### src/rtl/div_pkg.sv
// Shared definitions for the sequential signed divider: FSM encoding and
// default sizing constants.
package div_pkg;

  localparam int DEF_WL = 15;
  localparam int CNT_W  = $clog2(DEF_WL);

  typedef enum logic [1:0] {
    IDLE = 2'd0,
    CALC = 2'd1,
    FIX  = 2'd2,
    DONE = 2'd3
  } state_t;

endpackage

### src/rtl/div_step.sv
// One combinational radix-2 restoring iteration on unsigned magnitudes.
// Standalone so an unrolled or pipelined divider can chain copies of it.
module div_step #(
  parameter int WL = 15
) (
  input  logic [WL-1:0] i_rem,
  input  logic [WL-1:0] i_quo,
  input  logic [WL-1:0] i_dvs,
  output logic [WL-1:0] o_rem,
  output logic [WL-1:0] o_quo
);

  logic [WL:0] w_shift;
  logic [WL:0] w_trial;

  // The shifted remainder is always below 2^WL, so at WL+1 bits the
  // trial MSB is a reliable "went negative" flag.
  assign w_shift = {i_rem, i_quo[WL-1]};
  assign w_trial = w_shift - {1'b0, i_dvs};

  assign o_rem = w_trial[WL] ? w_shift[WL-1:0] : w_trial[WL-1:0];
  assign o_quo = {i_quo[WL-2:0], ~w_trial[WL]};

endmodule

### src/rtl/signed_seq_div.sv
// Sequential signed divider: WL restoring steps on magnitudes, then sign
// correction; results feed LO (quotient) and HI (remainder).
module signed_seq_div
  import div_pkg::*;
#(
  parameter int WL = DEF_WL
) (
  input  logic          clk,
  input  logic          rst,
  input  logic          start,
  input  logic [WL-1:0] dividend,
  input  logic [WL-1:0] divisor,
  output logic [WL-1:0] quotient,
  output logic [WL-1:0] remainder,
  output logic          busy,
  output logic          done,
  output logic          div_by_zero
);

  localparam int CW = $clog2(WL);

  state_t        r_state;
  logic [CW-1:0] r_cnt;
  logic [WL-1:0] r_rem;
  logic [WL-1:0] r_quo;
  logic [WL-1:0] r_dvs;
  logic [WL-1:0] r_dend_mag;
  logic          r_neg_q;
  logic          r_neg_r;
  logic          r_dz;
  logic [WL-1:0] r_quotient;
  logic [WL-1:0] r_remainder;
  logic          r_busy;
  logic          r_done;
  logic          r_div_by_zero;

  logic [WL-1:0] w_dend_mag;
  logic [WL-1:0] w_dvs_mag;
  logic [WL-1:0] w_rem_next;
  logic [WL-1:0] w_quo_next;
  logic [WL-1:0] w_rem_signed;

  // Unsigned WL-bit magnitudes: -2^(WL-1) maps onto 2^(WL-1) unchanged.
  assign w_dend_mag = dividend[WL-1] ? (~dividend + 1'b1) : dividend;
  assign w_dvs_mag  = divisor[WL-1]  ? (~divisor + 1'b1)  : divisor;

  assign w_rem_signed = r_neg_r ? (~r_rem + 1'b1) : r_rem;

  div_step #(.WL(WL)) u_step (
    .i_rem (r_rem),
    .i_quo (r_quo),
    .i_dvs (r_dvs),
    .o_rem (w_rem_next),
    .o_quo (w_quo_next)
  );

  always_ff @(posedge clk) begin
    if (rst) begin
      r_state       <= IDLE;
      r_cnt         <= '0;
      r_rem         <= '0;
      r_quo         <= '0;
      r_dvs         <= '0;
      r_dend_mag    <= '0;
      r_neg_q       <= 1'b0;
      r_neg_r       <= 1'b0;
      r_dz          <= 1'b0;
      r_quotient    <= '0;
      r_remainder   <= '0;
      r_busy        <= 1'b0;
      r_done        <= 1'b0;
      r_div_by_zero <= 1'b0;
    end else begin
      r_done <= 1'b0;
      case (r_state)
        IDLE: begin
          if (start) begin
            r_state    <= CALC;
            r_busy     <= 1'b1;
            r_rem      <= '0;
            r_quo      <= w_dend_mag;
            r_dvs      <= w_dvs_mag;
            r_dend_mag <= w_dend_mag;
            r_neg_q    <= dividend[WL-1] ^ divisor[WL-1];
            r_neg_r    <= dividend[WL-1];
            r_dz       <= (divisor == '0);
            r_cnt      <= CW'(WL - 1);
          end
        end
        CALC: begin
          r_rem <= w_rem_next;
          r_quo <= w_quo_next;
          if (r_cnt == '0) begin
            r_state <= FIX;
          end else begin
            r_cnt <= r_cnt - 1'b1;
          end
        end
        FIX: begin
          // A zero divisor keeps the full latency; the CALC result is dropped.
          if (r_dz) begin
            r_quotient  <= '1;
            r_remainder <= r_neg_r ? (~r_dend_mag + 1'b1) : r_dend_mag;
          end else begin
            r_quotient  <= r_neg_q ? (~r_quo + 1'b1) : r_quo;
            r_remainder <= w_rem_signed;
          end
          r_div_by_zero <= r_dz;
          r_done        <= 1'b1;
          r_state       <= DONE;
        end
        DONE: begin
          r_busy  <= 1'b0;
          r_state <= IDLE;
        end
        default: begin
          r_state <= IDLE;
          r_busy  <= 1'b0;
        end
      endcase
    end
  end

  assign quotient    = r_quotient;
  assign remainder   = r_remainder;
  assign busy        = r_busy;
  assign done        = r_done;
  assign div_by_zero = r_div_by_zero;

endmodule
### config.mk
export PLATFORM = sky130hd
export DESIGN_NAME = signed_seq_div
export DESIGN_NICKNAME = d
export VERILOG_FILES = /design/src/rtl/div_pkg.sv /design/src/rtl/div_step.sv /design/src/rtl/signed_seq_div.sv
export SDC_FILE = /design/constraint.sdc
export NUM_CORES = 1
export LEC_CHECK = 0
export CORE_ASPECT_RATIO = 1.25
export CORE_MARGIN = 3
export CORE_UTILIZATION = 58
export CTS_BUF_LIST = sky130_fd_sc_hd__clkbuf_16
export DETAILED_ROUTE_END_ITERATION = 7
export PLACE_DENSITY = 0.91
export SLEW_MARGIN = 20
export SYNTH_ARGS = -nofsm -noshare
export SYNTH_HDL_FRONTEND = slang
export SYNTH_HIERARCHICAL = 1
export SYNTH_SLANG_ARGS = --single-unit
### constraint.sdc
create_clock -name clk -period 2.8 [get_ports clk]
set_input_delay 0.42 -clock clk [delete_from_list [all_inputs] [get_ports clk]]
set_output_delay 0.42 -clock clk [all_outputs]
set_load 0.02 [all_outputs]
== Word-level counts from Yosys, hierarchy flattened ==
Index checks and enable logic that the tools add are counted.

* Add/sub/neg operators: 7
* Equality and inequality tests: 6
* Multiplexer cells: 21
* Bitwise operators: 7
* Reduce and logical (&&, ||, !) cells: 10

{| class="wikitable"
|+ Operators by type and width
! cell !! count
|-
| $mux 15 || 10
|-
| $add 15x1->15 const B || 5
|-
| $not 15->15 || 5
|-
| $pmux 15 s2 || 2
|-
| $sub 16x15->16 || 1
|-
| $logic_not 15->1 || 1
|-
| $mux 4 || 2
|-
| $pmux 2 s4 || 1
|-
| $pmux 4 s2 || 1
|-
| $reduce_and 2->1 || 4
|-
| $ne 2x2->1 const B || 3
|-
| $eq 2x2->1 const B || 2
|-
| $logic_not 4->1 || 1
|-
| $mux 2 || 2
|-
| $reduce_bool 2->1 || 2
|-
| $sub 4x1->4 const B || 1
|-
| $reduce_and 3->1 || 1
|-
| $eq 2x1->1 const B || 1
|-
| $logic_not 2->1 || 1
|-
| $mux 1 || 2
|-
| $pmux 1 s2 || 1
|-
| $not 1->1 || 1
|-
| $xor 1x1->1 || 1
|}

* Register bits: 102
* Input bits: 33
* Output and inout port bits: 33
* Word-level logic and storage cells: 65

== Longest topological paths before layout ==
* Depth after elaboration: 5
* Gate-level depth with buffers: 12
* Gate-level depth less buffers: 12

== Modules after synthesis ==
The synthesis kept the hierarchy.

{| class="wikitable"
|+ By module, submodules not included
! module !! instances !! cells each !! area an instance (µm²) !! seq. area each (µm²)
|-
| signed_seq_div || 1 || 652 || 5456.5 || 2042.0
|-
| div_step || 1 || 147 || 1149.9 || 0.0
|}

== Worst setup path after synthesis ==
Ideal clock, no wire load.

* Path kind: register -> register
* Start: register r_rem[3]
* End: register r_rem[10]
* Setup time: 0.128 ns
* Arrival time: 2.419 ns
* Data required time: 2.672 ns
* Setup slack: 0.254 ns
* Stages on the path, launching flop included: 12
* Buffers on the path: 2
* Period minus slack after synthesis: 2.546 ns
* Cells stage by stage: dfxtp_1 -> ha_1 -> buf_4 -> a21oi_2 -> o21ai_1 -> a21oi_2 -> o41ai_2 -> xor2_2 -> buf_8 -> mux2_4 -> a22oi_1 -> nor2_1

* Word-level cells in the longest chain between the ends: 3

{| class="wikitable"
|+ Ends and longest elaborated chain
! item !! RTL line !! text
|-
| from (decl) || signed_seq_div.sv:24 || <nowiki>logic [WL-1:0] r_rem;</nowiki>
|-
| from (signal assigned) || signed_seq_div.sv:91 || <nowiki>r_rem <= w_rem_next;</nowiki>
|-
| $sub 16x15->16 || div_step.sv:19 || <nowiki>assign w_trial = w_shift - {1'b0, i_dvs};</nowiki>
|-
| $mux 15 || div_step.sv:21 || <nowiki>assign o_rem = w_trial[WL] ? w_shift[WL-1:0] : w_trial[WL-1:0];</nowiki>
|-
| named net w_rem_next[10] || signed_seq_div.sv:39 || <nowiki>logic [WL-1:0] w_rem_next;</nowiki>
|-
| $pmux 15 s2 || signed_seq_div.sv:75 || <nowiki>case (r_state)</nowiki>
|}

The timed path passes the listed nets, and every way through them passes these cells.
A chain may end at the register's enable or synchronous reset.

== Worst setup path after layout ==
* Start: register r_rem[8]
* End: register r_rem[1]

Same word-level chain as after synthesis.

==> results.md <==
Routing:
- The average via count per standard cell is between 6 and 7.
- The total via count after detailed routing is 6,089.
- The number of DRC violations after detailed routing is 0.
- The residual antenna-violating net count after detailed routing is 0.
- The sum of routed wire length over all layers is 16,400 um.
- Dividing the detail-routed wire length by the instance count gives 16.7 um.
- The number of detailed-route iterations in the first pass is 7.
- The detailed router finished its first iteration with 509 violations.

STA:
- Setup violations remaining at the end of the flow were counted as 0.
- For the pin with the worst max-slew slack, the measured transition is 806 ps.
- The achievable frequency is 0.372 GHz.
- The total negative setup slack is 0 ps.
- In this run the tightest slew margin relative to its limit is 46.2%.
- The worst hold slack across all endpoints is 387 ps.
- The final number of hold-violating endpoints came to 0.
- The number of pins exceeding their max-slew limit in the final report is 0.
- The shortest clock period the worst path allows after layout is 2690 ps.
- Dividing the final minimum period by the clock period gives 96.0%.
- The worst clock skew is between 8 and 9 ps.

Placed design:
- The number of buffers inserted by port buffering is 65.
- Summed over all nets, the half-perimeter wirelength after detailed placement is 11,800 um.
- The routability congestion estimate is 0.958.

Logic synthesis:
- Ranked by total cell area, the synthesized netlist is headed by dfxtp_1, xor2_1, nor2_1, ha_1, a211oi_1.
- The largest area contributor in the synthesized netlist is dfxtp_1.
- The portion of the post-synthesis area used by sequential elements is 30.9%.
- The top cell type's share of synthesized area is between 30% and 40%.
- The fraction of synthesized area in multiplexers is 5.80%.
- The cell with the most instances after synthesis is dfxtp_1.
- The area share of and/or/nand/nor cells after synthesis is a little under a fifth.
- The most used flip-flop cell after synthesis is dfxtp_1.
- The post-synthesis xor/xnor area fraction is about a tenth.
- The netlist area before placement is 6610 sq um.
- Dividing the synthesized area by the synthesized cell count gives ~8.3 sq um.
- The netlist uses just under 80 different library cells.
- The async set-or-reset flop fraction in the synthesized netlist is 0%.
- The dominant combinational cell family by area after synthesis is compound AO/OA/AOI/OAI gates.
- The post-synthesis share of cell area spent on full adders, half adders and majority gates is 5.23%.
- The fraction of the mapped netlist area in compound gates is 23.6%.
- The count of flip-flops with a built-in enable after synthesis is 0.
- The net count of the mapped netlist is 859.
- By count the netlist is led by dfxtp_1, nor2_1, nand2_1.
- The Yosys step of the flow raised 6 warnings.
- The synthesized design contains 102 register bits.
- The number of instances in the synthesized netlist is 799.

Setup path:
- The data arrival time of the critical path is 2920 ps.
- Data on the critical path is required at its endpoint by 3030 ps.
- The worst setup path is captured at a flip-flop.
- The critical path starts at r_rem[8]$_SDFFE_PP0P_.
- In this run the register-to-register setup slack is 110 ps.
- The critical path launch point type is a flip-flop.
- The critical setup path kind is flip-flop to flip-flop.
- Along the worst path, the maximum fanout reaches 9.
- The worst register-to-register path begins at r_rem[8]$_SDFFE_PP0P_.

Cells and area:
- The count of nets after finishing is 905.
- The area added between synthesis and finish is 15.9%.
- The post-layout utilization of the core is 70.4%.
- In the final layout, the share of cells above drive strength 1 is 10.8%.
- The number of diodes added for antenna fixing is 0.
- The fill cell total of the finished layout is around 750.
- Summing all multi-input logic gate instances after layout gives 4140 sq um.
- The register area is 2040 sq um.

Power:
- Dividing total power by cell area gives a power density of 1100 nW/um^2.
- The leakage power total is between 2 and 3 nW.
- The peak supply drop is between 0.0007 and 0.0008 V.

GRT:
- The residual overflow from global routing is 0.
- The first-pass GRT wire length is roughly 27,000 um.
- The number of global-route vias before repair is between 5,000 and 6,000.
- Global routing consumed, over all layers together, 25.7% of the routing resources.
- The pin count of the biggest net entering global routing is 51.
- The initial antenna violation count was 0.

Worst hold path:
- The startpoint identified for the worst hold timing path is rst.
- The path class of the tightest hold or removal check is primary input to flip-flop.

Clock tree:
- The buffer type at the clock tree root is clkbuf_16.
- In this run the deepest clock path goes through 2 buffers.
- The CTS H-tree depth is 3.
- The post-CTS clock slew at the launch and capture registers of the worst setup and hold paths is about 70 ps.
- The clock tree from TritonCTS is built.
- The number of buffers added by the clock tree synthesis step is 9.
- Counting every sink on the clock net gives about 100.
- Hold repair after CTS inserted 0 buffers.
- The clock network latency to the later pin of the worst-skew pair is 360 ps.

Floorplanning:
- The die height is roughly 130 um.
- The die covers 12,700 sq um.
- In this run the standard cell core region covers 10,900 sq um.
- The die width is 101 um.
- For this design the top-level I/O count stands at 66.
- The starting utilization of the core area is 60.7%.
- The cell row count is 42.

Status:
- The run finished with clean final reports.

Flow run:
- Max-cap violations in this run came to 0.
## repair_timing
item                       CTS  global route
buffers inserted             0             1
setup endpoints to repair    0            10
gates resized for setup      0             5
## per-stage QoR
step	worst slack (ps)	std cells	instance area (sq um)	total power, mW
global placement	149	965	7340	6.91
detailed placement	78.9	965	7340	7.03
floorplan	254	799	6610	5.94
global route	-5.11	982	7660	9.03
finish	113	982	7660	8.45
CTS	22.0	981	7630	8.29
## sequential cells by signal, summed over array words and instances, names as in the netlist
| name | count |
|---|---|
| busy | 1 |
| remainder | 15 |
| r_neg_q | 1 |
| r_dz | 1 |
| done | 1 |
| r_state | 2 |
| r_neg_r | 1 |
| r_cnt | 4 |
| r_dend_mag | 15 |
| r_dvs | 15 |
| div_by_zero | 1 |
| r_rem | 15 |
| r_quo | 15 |
| quotient | 15 |
## logic make-up after synthesis
kind of cell               count (synthesis)
AOI/OAI and AO/OA                        223
xor gates and xnor gates                  70
adders and majority gates                 27
buffers and inverters                     99
DFF                                      102
muxes                                     31
and+or+nand+nor                          247
## final cells by class
| cell class | instances | area share, % |
|---|---|---|
| clock inverters | 7 | 0.801 |
| flip-flops and latches | 102 | 26.7 |
| well taps | 132 | 2.16 |
| repair buffers | 95 | 11.4 |
| inverters | 39 | 1.91 |
| clock buffers | 9 | 2.94 |
| multi-input cells | 598 | 54.1 |
## cell usage in the layout, fill, tap and decap left out, drive strengths merged, types with 30 or more instances in the layout
master         Yosys  routed
a211oi            39      39
a21oi             41      41
buf               23      31
clkdlybuf4s50      0      64
dfxtp            102     102
inv               38      43
nand2             65      65
nor2              94      94
o21ai             38      38
o31ai             30      30
xor2              44      44
## path summary, 6_finish.rpt
kind	endpoint	cells past startpoint
worst max-delay path	r_rem[1]$_SDFFE_PP0P_	10
worst min-delay path	done$_SDFF_PP0_	2
worst max register to register	r_rem[1]$_SDFFE_PP0P_	10
worst min register to register	r_neg_r$_SDFFE_PP0P_	2
## report_power, final
group / leakage, nW / total (mW) / internal [mW] / switching [mW]
registers: 0.834 / 2.26 / 1.86 / 0.402
logic: 1.92 / 4.94 / 2.24 / 2.70
clock network: 0.141 / 1.24 / 0.624 / 0.615
## critical path, cell delays in order, from the launching register on
cell and delay (ps):
dfxtp_1 410, ha_1 410, nand2_1 100, o21a_1 210, o31a_1 310, o41ai_4 70
xor2_2 210, buf_6 180, mux2_2 350, a22oi_1 220, nor2_1 80
## routing by layer
layer / wire length, um / share of wire [%] / vias to the layer above / global-route usage, %
met5: 0 / 0 / - / 0
li1: - / - / 2951 / -
met1: 6640 / 41 / 2837 / 32.2
met4: 624 / 3.8 / 0 / 11.6
met3: 1060 / 6.5 / 48 / 5.35
met2: 8020 / 49 / 253 / 42.0
(Power assumes the default switching activity.)
